$ cat config.mk
export PLATFORM = sky130hd
export DESIGN_NAME = seg_display
export DESIGN_NICKNAME = d
export VERILOG_FILES = /design/src/rtl/seg_display.sv
export SDC_FILE = /design/constraint.sdc
export NUM_CORES = 1
export LEC_CHECK = 0
export CAP_MARGIN = 20
export CORE_ASPECT_RATIO = 1.5
export CORE_MARGIN = 1
export CORE_UTILIZATION = 52
export CTS_CLUSTER_SIZE = 10
export DETAILED_ROUTE_END_ITERATION = 16
export GPL_ROUTABILITY_DRIVEN = 1
export HOLD_SLACK_MARGIN = 0.12
export PLACE_DENSITY = 0.86
export SYNTH_ARGS = -nofsm -noshare
export SYNTH_HDL_FRONTEND = slang
export SYNTH_SLANG_ARGS = --single-unit
$ cat constraint.sdc
create_clock -name clk -period 2.21 [get_ports clk]
set_clock_uncertainty 0.1 [all_clocks]
set_input_delay 0.3315 -clock clk [delete_from_list [all_inputs] [get_ports clk]]
set_output_delay 0.3315 -clock clk [all_outputs]
set_load 0.01 [all_outputs]
$ cat src/rtl/seg_display.sv
`default_nettype none
// ============================================================================
// Module      : seg_display
// Description : Four-digit multiplexed 7-segment driver for an MM:SS
//               stopwatch. One digit is scanned per REFRESH_DIV cycles. A
//               frame-wide snapshot keeps the four digits coherent. In adjust
//               mode the selected pair blinks with a BLINK_DIV half-period.
// Ports       : clk   - system clock, rising edge
//               rst   - asynchronous reset, active low
//               m10   - minutes tens digit (3 bits)
//               m1    - minutes ones digit (4 bits)
//               s10   - seconds tens digit (3 bits)
//               s1    - seconds ones digit (4 bits)
//               adj   - adjust mode, enables blinking of the selected pair
//               sel   - pair select: 0 = minutes, 1 = seconds
//               an    - anode enables, active low, an[0] = s1 ... an[3] = m10
//               seg   - segment cathodes, active low, {g,f,e,d,c,b,a}
//               dp    - decimal point, active low, lit as MM.SS separator
// Revision    : 1.0 - initial release
// ============================================================================
module seg_display #(
  parameter int REFRESH_DIV = 100000,
  parameter int BLINK_DIV   = 25000000
) (
  input  logic       clk,
  input  logic       rst,
  input  logic [2:0] m10,
  input  logic [3:0] m1,
  input  logic [2:0] s10,
  input  logic [3:0] s1,
  input  logic       adj,
  input  logic       sel,
  output logic [3:0] an,
  output logic [6:0] seg,
  output logic       dp
);

  localparam int RW = (REFRESH_DIV > 2) ? $clog2(REFRESH_DIV) : 1;
  localparam int BW = (BLINK_DIV > 2) ? $clog2(BLINK_DIV) : 1;
  localparam logic [RW-1:0] REFRESH_LAST = RW'(REFRESH_DIV - 1);
  localparam logic [BW-1:0] BLINK_LAST   = BW'(BLINK_DIV - 1);
  localparam logic [6:0]    SEG_BLANK    = 7'b1111111;

  logic [RW-1:0] refresh_cnt_q, refresh_cnt_d;
  logic [1:0]    idx_q, idx_d;
  logic [13:0]   snap_q, snap_d;           // {m10, m1, s10, s1}
  logic [BW-1:0] blink_cnt_q, blink_cnt_d;
  logic          blink_phase_q, blink_phase_d;
  logic [3:0]    an_q, an_d;
  logic [6:0]    seg_q, seg_d;
  logic          dp_q, dp_d;

  logic          scan_tick;
  logic [3:0]    digit_val;
  logic          blank;

  function automatic logic [6:0] decode(input logic [3:0] v);
    logic [6:0] s;
    case (v)
      4'd0:    s = 7'b1000000;
      4'd1:    s = 7'b1111001;
      4'd2:    s = 7'b0100100;
      4'd3:    s = 7'b0110000;
      4'd4:    s = 7'b0011001;
      4'd5:    s = 7'b0010010;
      4'd6:    s = 7'b0000010;
      4'd7:    s = 7'b1111000;
      4'd8:    s = 7'b0000000;
      4'd9:    s = 7'b0010000;
      default: s = SEG_BLANK;
    endcase
    return s;
  endfunction

  // Scan timing, frame snapshot and blink timebase.
  always_comb begin
    refresh_cnt_d = refresh_cnt_q + 1'b1;
    idx_d         = idx_q;
    snap_d        = snap_q;
    blink_cnt_d   = '0;
    blink_phase_d = 1'b0;

    scan_tick = (refresh_cnt_q == REFRESH_LAST);
    if (scan_tick) begin
      refresh_cnt_d = '0;
      idx_d         = idx_q + 2'd1;
      // Sample only as the scan wraps so a frame never mixes two counts.
      if (idx_q == 2'd3) begin
        snap_d = {m10, m1, s10, s1};
      end
    end

    // Outside adjust mode the blink state is parked at zero so that entering
    // adjust mode always begins with the digits visible.
    if (adj) begin
      blink_phase_d = blink_phase_q;
      blink_cnt_d   = blink_cnt_q + 1'b1;
      if (blink_cnt_q == BLINK_LAST) begin
        blink_cnt_d   = '0;
        blink_phase_d = ~blink_phase_q;
      end
    end
  end

  // Output encoding from the current index, snapshot and blank state.
  always_comb begin
    case (idx_q)
      2'd0:    digit_val = snap_q[3:0];
      2'd1:    digit_val = {1'b0, snap_q[6:4]};
      2'd2:    digit_val = snap_q[10:7];
      default: digit_val = {1'b0, snap_q[13:11]};
    endcase

    // idx_q[1] is set for the minutes pair (indices 2 and 3).
    blank = adj & blink_phase_q & (sel ? ~idx_q[1] : idx_q[1]);

    an_d  = ~(4'b0001 << idx_q);
    seg_d = blank ? SEG_BLANK : decode(digit_val);
    dp_d  = blank ? 1'b1 : (idx_q != 2'd2);
  end

  always_ff @(posedge clk or negedge rst) begin
    if (!rst) begin
      refresh_cnt_q <= '0;
      idx_q         <= 2'd0;
      snap_q        <= '0;
      blink_cnt_q   <= '0;
      blink_phase_q <= 1'b0;
      an_q          <= 4'b1111;
      seg_q         <= SEG_BLANK;
      dp_q          <= 1'b1;
    end else begin
      refresh_cnt_q <= refresh_cnt_d;
      idx_q         <= idx_d;
      snap_q        <= snap_d;
      blink_cnt_q   <= blink_cnt_d;
      blink_phase_q <= blink_phase_d;
      an_q          <= an_d;
      seg_q         <= seg_d;
      dp_q          <= dp_d;
    end
  end

  assign an  = an_q;
  assign seg = seg_q;
  assign dp  = dp_q;

endmodule
`default_nettype wire
# --- Word level (Yosys, flattened, before mapping) ---
# Memory sizes are Yosys's and may differ from the RTL's.
# Cells that the tools add are included.
totals:
  register_bits: 71
  mem_bits_ro: 112
  in_bits: 18
  out_inout_bits: 12
  word_cells: 36
  mem_count: 1
memory_table:
  columns: ["memory", "words", "width", "read_ports", "rd_clocked_by_memory_dff", "wr", "line_no", "rtl"]
  rows:
  - ["(name not given)", 16, 7, 1, 0, 0, "59", "case (v)"]
op_classes:
  addsub: 3
  n_eq_ne: 7
  shifts: 1
  mux: 9
  bitwise: 5
  reduce_logical: 2
ops:
  columns: ["operator", "count"]
  rows:
  - ["25-bit two-way mux", 2]
  - ["25-bit by 1-bit adder with 25-bit output (second input constant)", 1]
  - ["25-bit equality test (second input constant)", 1]
  - ["17-bit by 1-bit adder with 17-bit output (second input constant)", 1]
  - ["17-bit equality test (second input constant)", 1]
  - ["17-bit two-way mux", 1]
  - ["4-bit one-hot mux with 3 select lines", 1]
  - ["7-bit two-way mux", 1]
  - ["2-bit equality test (second input constant)", 2]
  - ["1-bit two-way mux", 4]
  - ["4-bit inverter", 1]
  - ["1-bit by 2-bit << shifter with 4-bit output (first input constant)", 1]
  - ["2-bit by 1-bit adder with 2-bit output (second input constant)", 1]
  - ["1-bit bitwise AND", 2]
  - ["2-bit by 1-bit equality test with 1-bit output (second input constant)", 1]
  - ["2-bit logical NOT", 1]
  - ["2-bit by 1-bit inequality test with 1-bit output (second input constant)", 1]
  - ["2-bit inequality test (second input constant)", 1]
  - ["1-bit inverter", 2]
  - ["2-bit AND reduction", 1]

# --- Depth between registers and ports, before layout ---
# Gate-level depths: netlist of run 1.
depth:
  word_depth: 4
  ltp_mapped: 8
  mapped_depth_nobuf: 8

# --- Worst setup path before layout of run 1 ---
# Ideal clock, no wire load.
synth_timing:
  path_kind: "flip-flop to flip-flop"
  start: "reg refresh_cnt_q[12]"
  end: "reg snap_q[0]"
  setup_time_ns: 0.125
  arrival_ns: 1.848
  setup_slack_ns: 0.137
  stages_incl_launch_ff: 6
  n_path_buf: 1
  period_less_slack_ns: 2.073
  cell_sequence: "dfrtp_1 > or4b_4 > nor4_4 > nand3_2 > buf_6 > mux2_4"
synth_via:
  elab_chain_cells: 2
synth_lines:
  columns: ["item", "line_no", "rtl"]
  rows:
  - ["start, declared", "44", "logic [RW-1:0] refresh_cnt_q, refresh_cnt_d;"]
  - ["start signal, assigned", "133", "refresh_cnt_q <= refresh_cnt_d;"]
  - ["17-bit equality test", "83", "scan_tick = (refresh_cnt_q == REFRESH_LAST);"]
  - ["2-bit AND reduction (no source line)", null, null]
  - ["end signal, assigned", "135", "snap_q <= snap_d;"]
  - ["end, declared", "46", "logic [13:0] snap_q, snap_d;"]
# No other way between the ends.
# A chain may end at the register's enable or synchronous reset.

# --- Final worst setup path of run 1 ---
layout_timing:
  start: "reg blink_cnt_q[0]"
  end: "reg blink_cnt_q[22]"
layout_via:
  elab_chain_cells: 3
  word_cells_on_any_way: 4
  cone_classes: "1 x add/sub; 1 x eq/ne; 2 x mux"
layout_lines:
  columns: ["item", "line_no", "rtl"]
  rows:
  - ["start, declared", "47", "logic [BW-1:0] blink_cnt_q, blink_cnt_d;"]
  - ["start signal, assigned", "136", "blink_cnt_q <= blink_cnt_d;"]
  - ["25-bit by 1-bit adder with 25-bit output or 25-bit equality test (tied branches)", "97, 98", null]
  - ["25-bit two-way mux (*)", "98", "if (blink_cnt_q == BLINK_LAST) begin"]
  - ["25-bit two-way mux (*)", "95", "if (adj) begin"]
  - ["named net blink_cnt_d[22]", "47", null]
# Mark *: on every way through the listed nets, which the timed path passes. The rest lies on a longest branch.

==> results by group, run 1 <==
Floorplan
  – Die Y-Extent: 102 um
  – Die Width: 68.4 um
  – Core Region: 6440 sq um
  – Std-Cell Rows: 36
  – Die ar.: 6960 sq um
  – I/O pins: 30
  – Initial Util: 53.5%

Logic synthesis
  – Avg Inst Size Synth: roughly 11 sq um
  – Synth top area cells: dfrtp_1, dfstp_2, mux2_4
  – Seq cells post-synth: 71
  – Seq/Total Area, Yosys: 52.0%
  – Top cell type's share of synthesized area: 42.9%
  – Syn Nets: 341
  – Synthesized instance count: 313
  – Async SR Flop Fraction: 100%
  – Post-synth cell types: between 40 and 50
  – Most used DFF post-synth: dfrtp_1
  – Largest area contributor in the netlist: dfrtp_1
  – Ys Warns: 0
  – Post-synth EDFFs: 0
  – Mapped Area: 3440 sq um

Timing
  – Final setup vio count: 0
  – Least-Margin Pin Slew: 0.398 ns
  – Worst hold slack: 0.309 ns
  – Period minus WS final: 2.14 ns
  – PnR worst setup slack: 0.0717 ns
  – Max-slew violation count: 0
  – Final period utilization: 96.8%
  – Number of hold violations in the final report: 0
  – Setup TNS: 0 ns
  – Slew HR: ~73%
  – Max Clk Rate: approximately 470 MHz
  – RSZ-0062 raised after global routing: yes

Drt
  – Routed WL per cell: 16.2 um
  – Drt total wl: 7.09 mm
  – DRT antenna net count: 0
  – Via Count: 2508
  – Via/cell ratio: around 5.7
  – DR DRC count: 0
  – Drt pass-1 iters: 4
  – First DRT Iteration DRCs: 193

Min path
  – Hold crit path type: in2async

Finish
  – Layout cell share with drive strength beyond 1: 19.3%
  – Multi-input logic area: ~1600 sq um
  – Antenna diodes: 0
  – Fillers: 488
  – Final Instance Count excl. Fillers: 439
  – Area grow syn2layout: 20.0%
  – Commonest non-fill, non-tap cell in the layout: dfrtp_1
  – Register area: 1790 sq um
  – Commonest cells after routing, fill and taps aside: dfrtp_1, clkdlybuf4s50_1, nor2_1
  – Final instance area: 4130 sq um
  – Final nets: 386

Setup path
  – CP endpoint kind: flop
  – CP required: 2.39 ns
  – Worst reg-to-reg setup slack: about 0.07 ns
  – Worst Setup EP: blink_cnt_q[22]
  – Crit path arrival time: about 2.3 ns
  – Crit-path max FO: 4
  – Launch point of the worst path: blink_cnt_q[0]
  – R2R depth: 6
  – Critical Path Source Type: flop
  – Worst Setup Path Type: reg2reg
  – FF-to-FF Start: blink_cnt_q[0]
  – Reg2reg end: blink_cnt_q[22]

Place
  – Place WS: 0.0357 ns
  – Placed wire-length estimate: roughly 4.8 mm
  – Number of buffers added on ports: 29
  – Cell Area, Placed: 3870 sq um
  – Placed cells: between 400 and 500
  – RePlAce Congestion: about 0.8

Clock network
  – Clock sinks: 71
  – Clk slew on worst S/H paths: 0.08 ns
  – Clock tree buffer depth: 2
  – Worst skew pair latency: 0.35 ns
  – CTS tree: yes
  – Num CTS Buffers: 9
  – Clock root cell: clkbuf_8
  – H-tree levels: 3

GRT
  – Vias in the first global route: 2391
  – First-pass GRT wire length: 10.9 mm
  – Gr usage total: a little over a fifth
  – Grt total ovfl: 0
  – Initial antenna violation count: 0
  – Largest net degree at the start of global routing: between 50 and 60

Flow run
  – Max-Cap Viols: 0

Pwr
  – Leakage power: 1.76 nW
  – Peak supply drop: 0.000370 V
  – Pwr Density: 627 nW/um^2

Run status
  – Status: finished clean
[worst min path at each step]
| stage | slack [ns] | endpoint | cells past startpoint | from |
|---|---|---|---|---|
| 2_1_floorplan | -0.06 | blink_cnt_q[0] | 0 | rst |
| 3_3_place_gp | 0.15 | blink_cnt_q[15] | 1 | rst |
| 3_5_place_dp | 0.15 | blink_cnt_q[15] | 1 | rst |
| 4_1_cts | 0.30 | blink_cnt_q[15] | 2 | rst |
| 5_1_grt | 0.35 | blink_cnt_q[15] | 2 | rst |
| 6_report | 0.31 | blink_cnt_q[15] | 2 | rst |
[power breakdown]
part	internal [mW]	leakage, nW	switching, mW
Sequential	1.34	0.898	0.0168
Combinational	0.0892	0.755	0.0819
Clock	0.581	0.107	0.486
[logic make-up (layout without fill, tap and decap cells)]
kind of cell / Yosys count / in the layout / share of synthesized area (%)
and+or+nand+nor: 121 / 121 / 19.9
DFF: 71 / 71 / 52.0
AOI/OAI and AO/OA: 43 / 43 / 7.59
xor gates and xnor gates: 28 / 28 / 7.12
buffers and inverters: 22 / 72 / 2.76
muxes: 18 / 18 / 6.90
adders and majority gates: 10 / 10 / 3.63
[layer usage]
metal | GRT usage, % | share of wire [%]
met2 | 35.4 | 53
met3 | 5.41 | 3.2
met4 | 11.7 | 2.9
met5 | 0 | 0
met1 | 25.1 | 41
[final cells by class]
| type | instances | share of cell area (%) |
|---|---|---|
| clock buffers | 11 | 3.66 |
| clock inverters | 5 | 1.36 |
| inverters | 14 | 1.27 |
| multi-input cells | 220 | 38.1 |
| flip-flops and latches | 71 | 43.4 |
| well taps | 76 | 2.30 |
| repair buffers | 42 | 9.93 |
[worst max-delay path, stage by stage, from the launching register on]
cell and delay (ns):
dfrtp_1 0.39, ha_1 0.24, nand4_1 0.17, buf_4 0.18
or3_1 0.42, or4_1 0.42, a21oi_1 0.15
[cells in the mapped netlist (2+ instances only)]
cell and n:
clkbuf_1 5, mux2_2 6, nor2_1 24, and4_1 5
or3_1 14, and3_1 5, mux2i_1 2, nand4_1 7
xor2_1 12, nand3_1 19, a222oi_1 3, a21oi_1 14
nor3_1 7, nor4_1 4, nand2_1 16, inv_1 14
o21ai_0 13, ha_1 10, nor2b_1 2, dfrtp_1 59
o31ai_1 4, dfstp_2 12, mux2_4 10, or4_1 5
xnor2_1 16, o211ai_1 2, and2_1 4
[flip-flops by register name, summed over array words and instances, names as in the netlist]
name,flops
snap_q,14
blink_cnt_q,25
an,4
refresh_cnt_q,17
blink_phase_q,1
seg,7
idx_q,2
dp,1
[metrics by stage]
| step | utilization, % | power, mW |
|---|---|---|
| 2_1_floorplan | - | 1.44 |
| 3_3_place_gp | 60.1 | 1.54 |
| 3_5_place_dp | 60.1 | 1.55 |
| 4_1_cts | 63.5 | 2.61 |
| 5_1_grt | 64.2 | 2.69 |
| 6_report | 64.2 | 2.59 |
[timing repair]
| item | 4_1_cts | 5_1_grt |
|---|---|---|
| pin swaps | 1 | 3 |
| endpoints found under the setup margin | 1 | 9 |
| endpoints found under the hold margin | 13 | 0 |
| resized for setup | 0 | 8 |
| hold buffers | 1 | 0 |
| setup buffers | 0 | 3 |
No activity file was read; power rests on OpenSTA's default activity.
==> run 2, diff against run 1 <==
==> constraint.sdc (replaced) <==
create_clock -name clk -period 2.21 [get_ports clk]
set_clock_uncertainty 0.1 [all_clocks]
set_input_delay 0.442 -clock clk [delete_from_list [all_inputs] [get_ports clk]]
set_output_delay 0.442 -clock clk [all_outputs]
set_load 0.01 [all_outputs]
==> run 2 against run 1 <==
  * Non-clock buffer count up 1
  * Sequential power hardly changed
  * Critical path type unchanged
  * Utilization decreased by 0.27 points
==> results by group, run 2 (synthesis gave the netlist of run 1 again) <==
Run status
  – Status: finished clean

Finish
  – Commonest non-fill, non-tap cell in the layout: dfrtp_1
  – Final nets: 387 (+0.26%)
  – Largest reg by FF count: blink_cnt_q
  – Commonest cells after routing, fill and taps aside: dfrtp_1, clkdlybuf4s50_1, nor2_1
  – Biggest regs: blink_cnt_q (25), refresh_cnt_q (17), snap_q (14)
  – Area grow syn2layout: 19.5%
  – Antenna diodes: 0 (unchanged)
  – Max reg flops: 25 (unchanged)
  – Layout cell share with drive strength beyond 1: 18.4% (-0.88 points)

Clock network
  – CTS tree: yes
  – Clock sinks: 71 (unchanged)
  – Clk slew on worst S/H paths: 0.07 ns (about the same)
  – H-tree levels: 3 (unchanged)
  – Clock tree buffer depth: 2 (unchanged)
  – Worst skew pair latency: 0.35 ns (about the same)
  – Clock root cell: clkbuf_8
  – Num CTS Buffers: 9 (unchanged)

GRT
  – Grt total ovfl: 0 (unchanged)
  – First-pass GRT wire length: 11.3 mm (+3.9%)
  – Largest net degree at the start of global routing: 56 (-5.1%)
  – Gr usage total: 22.1% (+0.57 points)
  – Initial antenna violation count: 0 (unchanged)
  – Vias in the first global route: 2533 (+5.9%)

Setup path
  – FF-to-FF Start: blink_cnt_q[0]
  – Crit-path max FO: 7 (+3)
  – Critical path's slowest cell: or4_4
  – Critical Path Source Type: flop
  – Worst reg-to-reg setup slack: 0.05 ns (-0.02 ns)
  – CP required: 2.38 ns (about the same)
  – Crit path arrival time: 2.33 ns (about the same)
  – Launch point of the worst path: blink_cnt_q[0]
  – Worst Setup Path Type: reg2reg
  – Max stage delay on crit path: 0.63 ns (+0.21 ns)
  – CP endpoint kind: flop
  – Worst Setup EP: blink_cnt_q[24]
  – R2R depth: 5 (-1)
  – Cell breakdown of the critical path: ha_2 -> nand4_1 -> or4_4 -> or3_1 -> a21oi_1
  – Reg2reg end: blink_cnt_q[24]

Drt
  – DRT antenna net count: 0 (unchanged)
  – Routed WL per cell: 16.0 um (-1.1%)
  – First DRT Iteration DRCs: 213 (+10%)
  – Via Count: 2561 (+2.1%)
  – DR DRC count: 0 (unchanged)
  – Drt pass-1 iters: 4 (unchanged)
  – Via/cell ratio: 5.82 (+1.9%)
  – Drt total wl: 7.03 mm (-0.87%)

Place
  – Number of buffers added on ports: 29 (unchanged)
  – Place WS: -0.0184 ns (-0.0541 ns)
  – Placed wire-length estimate: 4.88 mm (+2.2%)
  – RePlAce Congestion: 0.807 (-0.58%)

Pwr
  – Final Power: 2.51 mW (-3.0%)
  – Pwr Density: 610 nW/um^2 (-2.6%)
  – Peak supply drop: 0.000423 V (+14%)
  – Leakage power: 1.75 nW (-0.57%)

Floorplan
  – I/O pins: 30 (unchanged)
  – Core Region: 6440 sq um (unchanged)
  – Die Width: 68.4 um (unchanged)
  – Initial Util: 53.5% (unchanged)
  – Std-Cell Rows: 36 (unchanged)
  – Die ar.: 6960 sq um (unchanged)
  – Die Y-Extent: 102 um (unchanged)

Timing
  – Slew HR: 69.2% (-4.2 points)
  – Max Clk Rate: 463 MHz (-1.1%)
  – Setup TNS: 0 ns (unchanged)
  – Period minus WS final: 2.16 ns (+0.0233 ns)
  – Final period utilization: 97.8% (+1.1 points)
  – Least-Margin Pin Slew: 0.458 ns (+0.0605 ns)
  – Final setup vio count: 0 (unchanged)
  – Number of hold violations in the final report: 0 (unchanged)
  – PnR worst setup slack: 0.0484 ns (-0.0233 ns)
  – Max-slew violation count: 0 (unchanged)

Min path
  – Hold crit path type: reg2reg

Flow run
  – Max-Cap Viols: 0 (unchanged)
==> run 2: worst max-delay path: cells and delay by family (launching register included) <==
kind	cells	cell delay (ns)
flops	1	0.41
fa+ha+maj	1	0.24
simple gates	3	1.19
compound gates	1	0.16
==> run 2: through the flow <==
stage	area [sq um]	utilization (%)	hold slack, ns	std cells
after detailed placement	3870	60.1	0.293	419
after global placement	3870	60.1	0.290	419
after global routing	4120	63.9	0.422	440
after CTS	4080	63.3	0.395	437
after floorplan	3440	-	0.0464	313
final	4120	63.9	0.393	440
==> run 2: timing repair <==
item	in CTS	in global routing
pin swaps	1	3
setup buffers	1	3
cloned	0	0
hold buffers	1	0
endpoints found under the setup margin	5	7
endpoints found under the hold margin	16	0
gates resized for setup	1	7
==> run 2: final cells by class <==
| type | instances | area, sq um |
|---|---|---|
| clock buffers | 13 | 139 |
| clock inverters | 3 | 43.8 |
| fillers | 487 | 2330 |
| inverters | 14 | 52.6 |
| multi-input cells | 220 | 1570 |
| flip-flops and latches | 71 | 1790 |
| well taps | 76 | 95.1 |
| repair buffers | 43 | 418 |
==> run 2: routing by layer <==
layer | vias up | GRT usage [%] | routed length (um)
li1 | 1220 | - | -
met1 | 1261 | 24.6 | 2800
met2 | 66 | 38.4 | 3840
met3 | 14 | 5.29 | 242
met4 | 0 | 10.6 | 146
met5 | - | 0 | 0
==> run 2: how the worst min path moves through the flow <==
stage                startpoint                to  cells past startpoint
2_1_floorplan               rst    blink_cnt_q[0]                      0
3_3_place_gp                rst   blink_cnt_q[21]                      1
3_5_place_dp                rst   blink_cnt_q[21]                      1
4_1_cts        refresh_cnt_q[0]  refresh_cnt_q[0]                      1
5_1_grt        refresh_cnt_q[0]  refresh_cnt_q[0]                      1
6_report       refresh_cnt_q[0]  refresh_cnt_q[0]                      1
==> run 2: power by group <==
part / total [mW] / internal (mW) / switching [mW]
combinational: 0.173 / 0.0922 / 0.0811
clock: 0.985 / 0.524 / 0.461
sequential: 1.35 / 1.34 / 0.0175
==> run 3, diff against run 2 <==
- GPL_ROUTABILITY_DRIVEN: 1 -> 0
==> results of run 3 <==
Final layout, timing and power as in run 2 (identical DEF).
